==> src/rtl/mem_stall_ctrl_pkg.sv <==
// Shared types for the memory stall controller.
//   port_state_t : per-port request tracking state
//   port_sat     : "this port needs nothing more this cycle" predicate
package mem_stall_ctrl_pkg;

  typedef enum logic [1:0] {
    P_IDLE = 2'd0,
    P_BUSY = 2'd1,
    P_DONE = 2'd2
  } port_state_t;

  localparam int unsigned XLEN_DEF  = 32;
  localparam int unsigned CNT_W_DEF = 32;

  // A port is satisfied when it has no request, is answered this cycle,
  // or has already been answered earlier in the current stall.
  function automatic logic port_sat(input logic        req,
                                    input logic        resp,
                                    input port_state_t state);
    return !req || resp || (state == P_DONE);
  endfunction

endpackage

==> src/rtl/mem_stall_ctrl_port_tracker.sv <==
// One memory port's request tracker (instanced for the I-port and D-port).
// Ports:
//   clk_i, rst_ni    clock, asynchronous active-low reset
//   req_i            CPU-side request for this port
//   stall_i          global stall (combined across both ports)
//   mem_resp_i       memory done pulse
//   mem_rdata_i      memory read data
//   issue_o          gate for the memory-side request strobe(s)
//   sat_o            port satisfied this cycle
//   cpu_rdata_o      read data returned to the pipeline
module mem_port_tracker
  import mem_stall_ctrl_pkg::*;
#(
  parameter int unsigned XLEN = XLEN_DEF
) (
  input  logic            clk_i,
  input  logic            rst_ni,
  input  logic            req_i,
  input  logic            stall_i,
  input  logic            mem_resp_i,
  input  logic [XLEN-1:0] mem_rdata_i,
  output logic            issue_o,
  output logic            sat_o,
  output logic [XLEN-1:0] cpu_rdata_o
);

  port_state_t     state_q, state_d;
  logic [XLEN-1:0] rdata_q, rdata_d;
  logic            accept;

  // rst_ni in the gate drops the memory request asynchronously on reset.
  assign issue_o = req_i && (state_q != P_DONE) && rst_ni;
  // Only a response to an outstanding request counts; stray pulses are ignored.
  assign accept  = issue_o && mem_resp_i;
  assign sat_o   = port_sat(req_i, mem_resp_i, state_q);

  assign cpu_rdata_o = (state_q == P_DONE) ? rdata_q : mem_rdata_i;

  always_comb begin
    state_d = state_q;
    rdata_d = rdata_q;
    if (!stall_i) begin
      state_d = P_IDLE;
    end else if (accept) begin
      state_d = P_DONE;
      rdata_d = mem_rdata_i;
    end else if (issue_o) begin
      state_d = P_BUSY;
    end
  end

  always_ff @(posedge clk_i or negedge rst_ni) begin
    if (!rst_ni) begin
      state_q <= P_IDLE;
      rdata_q <= '0;
    end else begin
      state_q <= state_d;
      rdata_q <= rdata_d;
    end
  end

endmodule

==> src/rtl/mem_stall_ctrl.sv <==
// Pipeline-wide memory stall generator between the IF/MEM stages and the
// I/D memory ports. Stalls while either port has an unanswered request,
// holds early read data and suppresses re-issue until both ports finish.
// Ports:
//   clk, rst_n                          clock, asynchronous active-low reset
//   cpu_imem_*  / cpu_dmem_*            pipeline-side requests and read data
//   mem_imem_*  / mem_dmem_*            memory-side requests, data, done pulses
//   stall_pipeline                      freeze pipeline registers and PC
//   stall_cnt, imem_stall_cnt,
//   dmem_stall_cnt                      saturating perf counters
// Configuration:
//   MEM_STALL_PERF_EN  defined   -> perf counters implemented
//                      undefined -> counters tied to zero
module mem_stall_ctrl
  import mem_stall_ctrl_pkg::*;
#(
  parameter int unsigned XLEN  = XLEN_DEF,
  parameter int unsigned CNT_W = CNT_W_DEF
) (
  input  logic             clk,
  input  logic             rst_n,

  input  logic             cpu_imem_read,
  input  logic [XLEN-1:0]  cpu_imem_addr,
  output logic [XLEN-1:0]  cpu_imem_rdata,

  input  logic             cpu_dmem_read,
  input  logic             cpu_dmem_write,
  input  logic [3:0]       cpu_dmem_mbe,
  input  logic [XLEN-1:0]  cpu_dmem_addr,
  input  logic [XLEN-1:0]  cpu_dmem_wdata,
  output logic [XLEN-1:0]  cpu_dmem_rdata,

  output logic             mem_imem_read,
  output logic [XLEN-1:0]  mem_imem_addr,
  input  logic [XLEN-1:0]  mem_imem_rdata,
  input  logic             mem_imem_resp,

  output logic             mem_dmem_read,
  output logic             mem_dmem_write,
  output logic [3:0]       mem_dmem_mbe,
  output logic [XLEN-1:0]  mem_dmem_addr,
  output logic [XLEN-1:0]  mem_dmem_wdata,
  input  logic [XLEN-1:0]  mem_dmem_rdata,
  input  logic             mem_dmem_resp,

  output logic             stall_pipeline,
  output logic [CNT_W-1:0] stall_cnt,
  output logic [CNT_W-1:0] imem_stall_cnt,
  output logic [CNT_W-1:0] dmem_stall_cnt
);

  logic i_req, d_req;
  logic i_issue, d_issue;
  logic i_sat, d_sat;

  assign i_req = cpu_imem_read;
  assign d_req = cpu_dmem_read || cpu_dmem_write;

  assign stall_pipeline = !(i_sat && d_sat) && rst_n;

  mem_port_tracker #(.XLEN(XLEN)) u_imem (
    .clk_i       (clk),
    .rst_ni      (rst_n),
    .req_i       (i_req),
    .stall_i     (stall_pipeline),
    .mem_resp_i  (mem_imem_resp),
    .mem_rdata_i (mem_imem_rdata),
    .issue_o     (i_issue),
    .sat_o       (i_sat),
    .cpu_rdata_o (cpu_imem_rdata)
  );

  mem_port_tracker #(.XLEN(XLEN)) u_dmem (
    .clk_i       (clk),
    .rst_ni      (rst_n),
    .req_i       (d_req),
    .stall_i     (stall_pipeline),
    .mem_resp_i  (mem_dmem_resp),
    .mem_rdata_i (mem_dmem_rdata),
    .issue_o     (d_issue),
    .sat_o       (d_sat),
    .cpu_rdata_o (cpu_dmem_rdata)
  );

  assign mem_imem_read  = i_issue;
  assign mem_imem_addr  = cpu_imem_addr;

  assign mem_dmem_read  = cpu_dmem_read  && d_issue;
  assign mem_dmem_write = cpu_dmem_write && d_issue;
  assign mem_dmem_mbe   = cpu_dmem_mbe;
  assign mem_dmem_addr  = cpu_dmem_addr;
  assign mem_dmem_wdata = cpu_dmem_wdata;

`ifdef MEM_STALL_PERF_EN
  logic [CNT_W-1:0] stall_cnt_q, imem_cnt_q, dmem_cnt_q;
  logic [CNT_W-1:0] stall_cnt_d, imem_cnt_d, dmem_cnt_d;

  always_comb begin
    stall_cnt_d = stall_cnt_q;
    imem_cnt_d  = imem_cnt_q;
    dmem_cnt_d  = dmem_cnt_q;
    if (stall_pipeline && (stall_cnt_q != '1)) stall_cnt_d = stall_cnt_q + 1'b1;
    if (!i_sat && (imem_cnt_q != '1))          imem_cnt_d  = imem_cnt_q + 1'b1;
    if (!d_sat && (dmem_cnt_q != '1))          dmem_cnt_d  = dmem_cnt_q + 1'b1;
  end

  always_ff @(posedge clk or negedge rst_n) begin
    if (!rst_n) begin
      stall_cnt_q <= '0;
      imem_cnt_q  <= '0;
      dmem_cnt_q  <= '0;
    end else begin
      stall_cnt_q <= stall_cnt_d;
      imem_cnt_q  <= imem_cnt_d;
      dmem_cnt_q  <= dmem_cnt_d;
    end
  end

  assign stall_cnt      = stall_cnt_q;
  assign imem_stall_cnt = imem_cnt_q;
  assign dmem_stall_cnt = dmem_cnt_q;
`else
  assign stall_cnt      = '0;
  assign imem_stall_cnt = '0;
  assign dmem_stall_cnt = '0;
`endif

endmodule

==> config.mk <==
export PLATFORM = sky130hd
export DESIGN_NAME = mem_stall_ctrl
export DESIGN_NICKNAME = d
export VERILOG_FILES = /design/src/rtl/mem_stall_ctrl_pkg.sv /design/src/rtl/mem_stall_ctrl_port_tracker.sv /design/src/rtl/mem_stall_ctrl.sv
export SDC_FILE = /design/constraint.sdc
export NUM_CORES = 1
export LEC_CHECK = 0
export ABC_AREA = 1
export CORE_AREA = 10 10 163 165
export DETAILED_ROUTE_END_ITERATION = 10
export DIE_AREA = 0 0 173 175
export GPL_TIMING_DRIVEN = 0
export HOLD_SLACK_MARGIN = 0.02
export SYNTH_ARGS = -nofsm -noshare
export SYNTH_HDL_FRONTEND = slang
export SYNTH_HIERARCHICAL = 1
export SYNTH_SLANG_ARGS = --single-unit
==> constraint.sdc <==
create_clock -name clk -period 4.2 [get_ports clk]
set_input_delay 1.05 -clock clk [delete_from_list [all_inputs] [get_ports clk]]
set_output_delay 1.05 -clock clk [all_outputs]
set_load 0.005 [all_outputs]
==> impl_metrics.yaml <==
logic_synthesis:
  synth.avg_cell_area_sq_um: 7.77
  yosysMostFrequentCell: "buf_4"
  ys_types: 22
  synth-edff-count: 0
  netlist_top_cells_count: "buf_4 (198), nand2_1 (132), inv_1 (73), dfrtp_1 (68)"
  count_of_yosys_warnings_during_synthesis: 6
  post_synth_inst_count: 722
  synth_top_cells_by_area: "dfrtp_1 (30%), buf_4 (27%), nand2_1 (8.8%)"
  synth-async-reset-ratio: 1.00
  yosysSeqAreaShare: 0.303
  area_share_of_the_largest_cell_type_after_synthesis: 0.303
  postSynth.topFlopCell: "dfrtp_1"
  netlist_area_sq_um: 5610
  synth.ff_latch_count: 68
  synthDominantAreaCellType: "dfrtp_1"
clock_tree:
  clock_latency_ns: 0.33
  numCtsBuffers: 9
  cts_setup_buffers: 0
  tritoncts_clock_tree: "done"
  clk_pin_slew_worst_paths_ns: 0.05
  numClockSinks: 68
  cts-root-to-sink-buffers: 2
  htree_levels: 3
  root_buffer: "clkbuf_16"
critical_path:
  worstSetupEndpointType: "primary output"
  worst_ep_required_time_ns: 3.15
  critical_path.startpoint: "cpu_dmem_read"
  setup.worst_path.start_class: "primary input"
  timing.reg2reg.worst_path_depth: 9
  worst_path_dominant_cell_family: "buffers and inverters"
  critical_path_buf_inv_count: 2
  reg2reg_to: "u_dmem/rdata_q[31]"
  critical_path_arrival_ns: 2.88
  worstPathMaxFanout: 3
  worst_path_largest_cell_delay_ns: 0.56
  timing.setup.critical_path_class: "primary input to primary output"
  ff2ff_setup_slack_ns: 1.73
  critical_path.reg2reg.startpoint: "u_dmem/state_q[1]"
  cp-endpoint: "stall_pipeline"
  number_of_cells_on_the_critical_path: 5
  crit_path_most_repeated_cell: "clkdlybuf4s50_1"
  timing.critical_path.cells: "clkdlybuf4s50_1, or2_1, nand3_1, a21oi_2, clkdlybuf4s50_1"
  critical_path.slowest_cell: "clkdlybuf4s50_1"
final_layout:
  antenna-diode-count: 0
  area_growth_syn_to_layout_pct: 62.3
  layout-drive-gt1-share: 0.252
  stdcell_area_sq_um: 9100
  num-nets-final: 1238
  fin_util: 0.391
  stdcell_count: 1390
routing:
  dr.pass1.iters: 5
  postRouteAntennaNets: 0
  finalWirelength_um: 21900
  routed_via_density: 3.85
  routed_wire_length_per_instance_um: 15.8
  detailed_router_s_first_iteration_violation_count: 214
  routed-via-count: 5354
  drcViolationCount: 0
flow_run:
  max_cap_viol_count: 0
die:
  dieWidth_um: 173
  core-area_sq_um: 23300
  dieHeight_um: 175
  design.portCount: 435
  floorplan.die_area_sq_um: 30300
  initial_utilization: 0.241
  core.rowCount: 56
pwr:
  power.total_mw: 2.67
  ir_worst_vdd_mv: 0.138
  pwr_density_cell_nw_per_um2: 293
  static-leakage-power_nw: 4.60
global_routing:
  grt_antenna_before_repair: 0
  groute.layer.met1.usage: 0.146
  grt_use_met3: 0.0591
  grt-ovfl-total: 0
  globalRouteMet2Util: 0.243
  grt_first_pass_wirelength_um: 33200
  vias_in_the_first_global_route: 5480
  grt_max_degree: 41
  gr-max-usage-layer: "met2"
  grt_usage: 0.138
sta:
  fin_crit_ns: 3.93
  max_clock_freq_mhz: 254
  rsz0062_at_grt: "no"
  slew_viol_final: 0
  setup_slack_ns: 0.265
  finalHoldViolCount: 0
  final.setup_skew_ns: 0.00570
  maxSlewHeadroom: 0.646
  setup_viol_count_final: 0
  worst_hold_slack_ns: 0.531
  setup_tns_ns: 0
  timing_worst_slew_pin_value_ns: 0.532
  final_clock_period_utilization_by_the_worst_path: 0.937
run_status:
  result_of_the_run: "complete, no violations"
placed_design:
  place_ws_ns: 0.0536
  globalplace.congestion: 0.787
  place_inst: 1375
  dp_hpwl_um: 18500
  placed_cell_area_sq_um: 8770
  place.port_buffers: 238
hold_path:
  holdPathStages: 2
  hold_class: "flip-flop to flip-flop"
report_power, final:
part           internal [mW]  switching (mW)
registers              0.826          0.0428
logic                  0.539           0.412
clock network          0.548           0.297
registers in the layout, indices dropped and copies added (netlist names):
name and count:
u_imem/rdata_q 32, u_imem/state_q 2, u_dmem/state_q 2, u_dmem/rdata_q 32
layout by cell type, fill, tap and decap left out:
| master | instances |
|---|---|
| dfrtp_1 | 68 |
| a21oi_1 | 2 |
| nand3_2 | 4 |
| inv_2 | 2 |
| o21ai_0 | 64 |
| clkbuf_2 | 2 |
| o21ai_1 | 2 |
| nand2_4 | 2 |
| conb_1 | 96 |
| buf_16 | 1 |
| nand4_4 | 2 |
| o21bai_2 | 6 |
| a21oi_2 | 1 |
| buf_6 | 16 |
| clkinv_2 | 1 |
| buf_4 | 199 |
| clkbuf_8 | 2 |
| nand2_1 | 132 |
| clkbuf_16 | 9 |
| clkbuf_1 | 4 |
| clkdlybuf4s50_1 | 237 |
| nand3_4 | 2 |
| nand3_1 | 64 |
| nor2_8 | 2 |
| inv_1 | 73 |
| or2_1 | 1 |
| clkinvlp_4 | 1 |
| bufinv_16 | 2 |
| buf_2 | 16 |
| o21bai_1 | 58 |
cell type report:
cell class | instances | area, sq um
Clock buffer | 11 | 253
Multi-Input combinational cell | 438 | 2210
Sequential cell | 68 | 1700
Tap cell | 319 | 399
Fill cell | 2400 | 14200
Buffer | 236 | 1770
Inverter | 75 | 282
Clock inverter | 4 | 72.6
Timing Repair Buffer | 239 | 2410
routing by layer:
layer	up-vias	wire (um)
li1	2673	-
met1	2381	8240
met2	279	11100
met3	21	2260
met4	0	366
met5	-	0
worst min-delay path by stage:
stage,endpoint,slack [ns],from
5_1_grt,u_imem/state_q[0],0.54,u_imem/state_q[0]
2_1_floorplan,u_dmem/state_q[0],0.50,u_dmem/state_q[0]
3_3_place_gp,u_imem/state_q[0],0.52,u_imem/state_q[0]
6_report,u_dmem/state_q[0],0.53,u_dmem/state_q[0]
4_1_cts,u_dmem/state_q[0],0.53,u_dmem/state_q[0]
3_5_place_dp,u_dmem/state_q[0],0.52,u_dmem/state_q[0]
worst register-to-register path, cell delays in order, from the launching register on:
cell and delay, ns:
dfrtp_1 0.41, nand2_4 0.13, clkbuf_1 0.35, nand3_1 0.29, a21oi_2 0.31, buf_2 0.27
inv_1 0.13, buf_2 0.22, o21bai_1 0.17, nand2_1 0.07
logic make-up after synthesis:
| kind of cell | Yosys count | synth area share |
|---|---|---|
| buf+inv | 311 | 0.366 |
| other cells | 1 | 0.000669 |
| flops | 68 | 0.303 |
| compound gates | 133 | 0.151 |
| simple gates | 209 | 0.179 |
what timing repair did:
item	in CTS	in global routing
hold buffers	0	0
gates resized for setup	0	1
endpoints found under the setup margin	0	1
hold endpoints to repair	0	0
No activity file was read; power rests on OpenSTA's default activity.
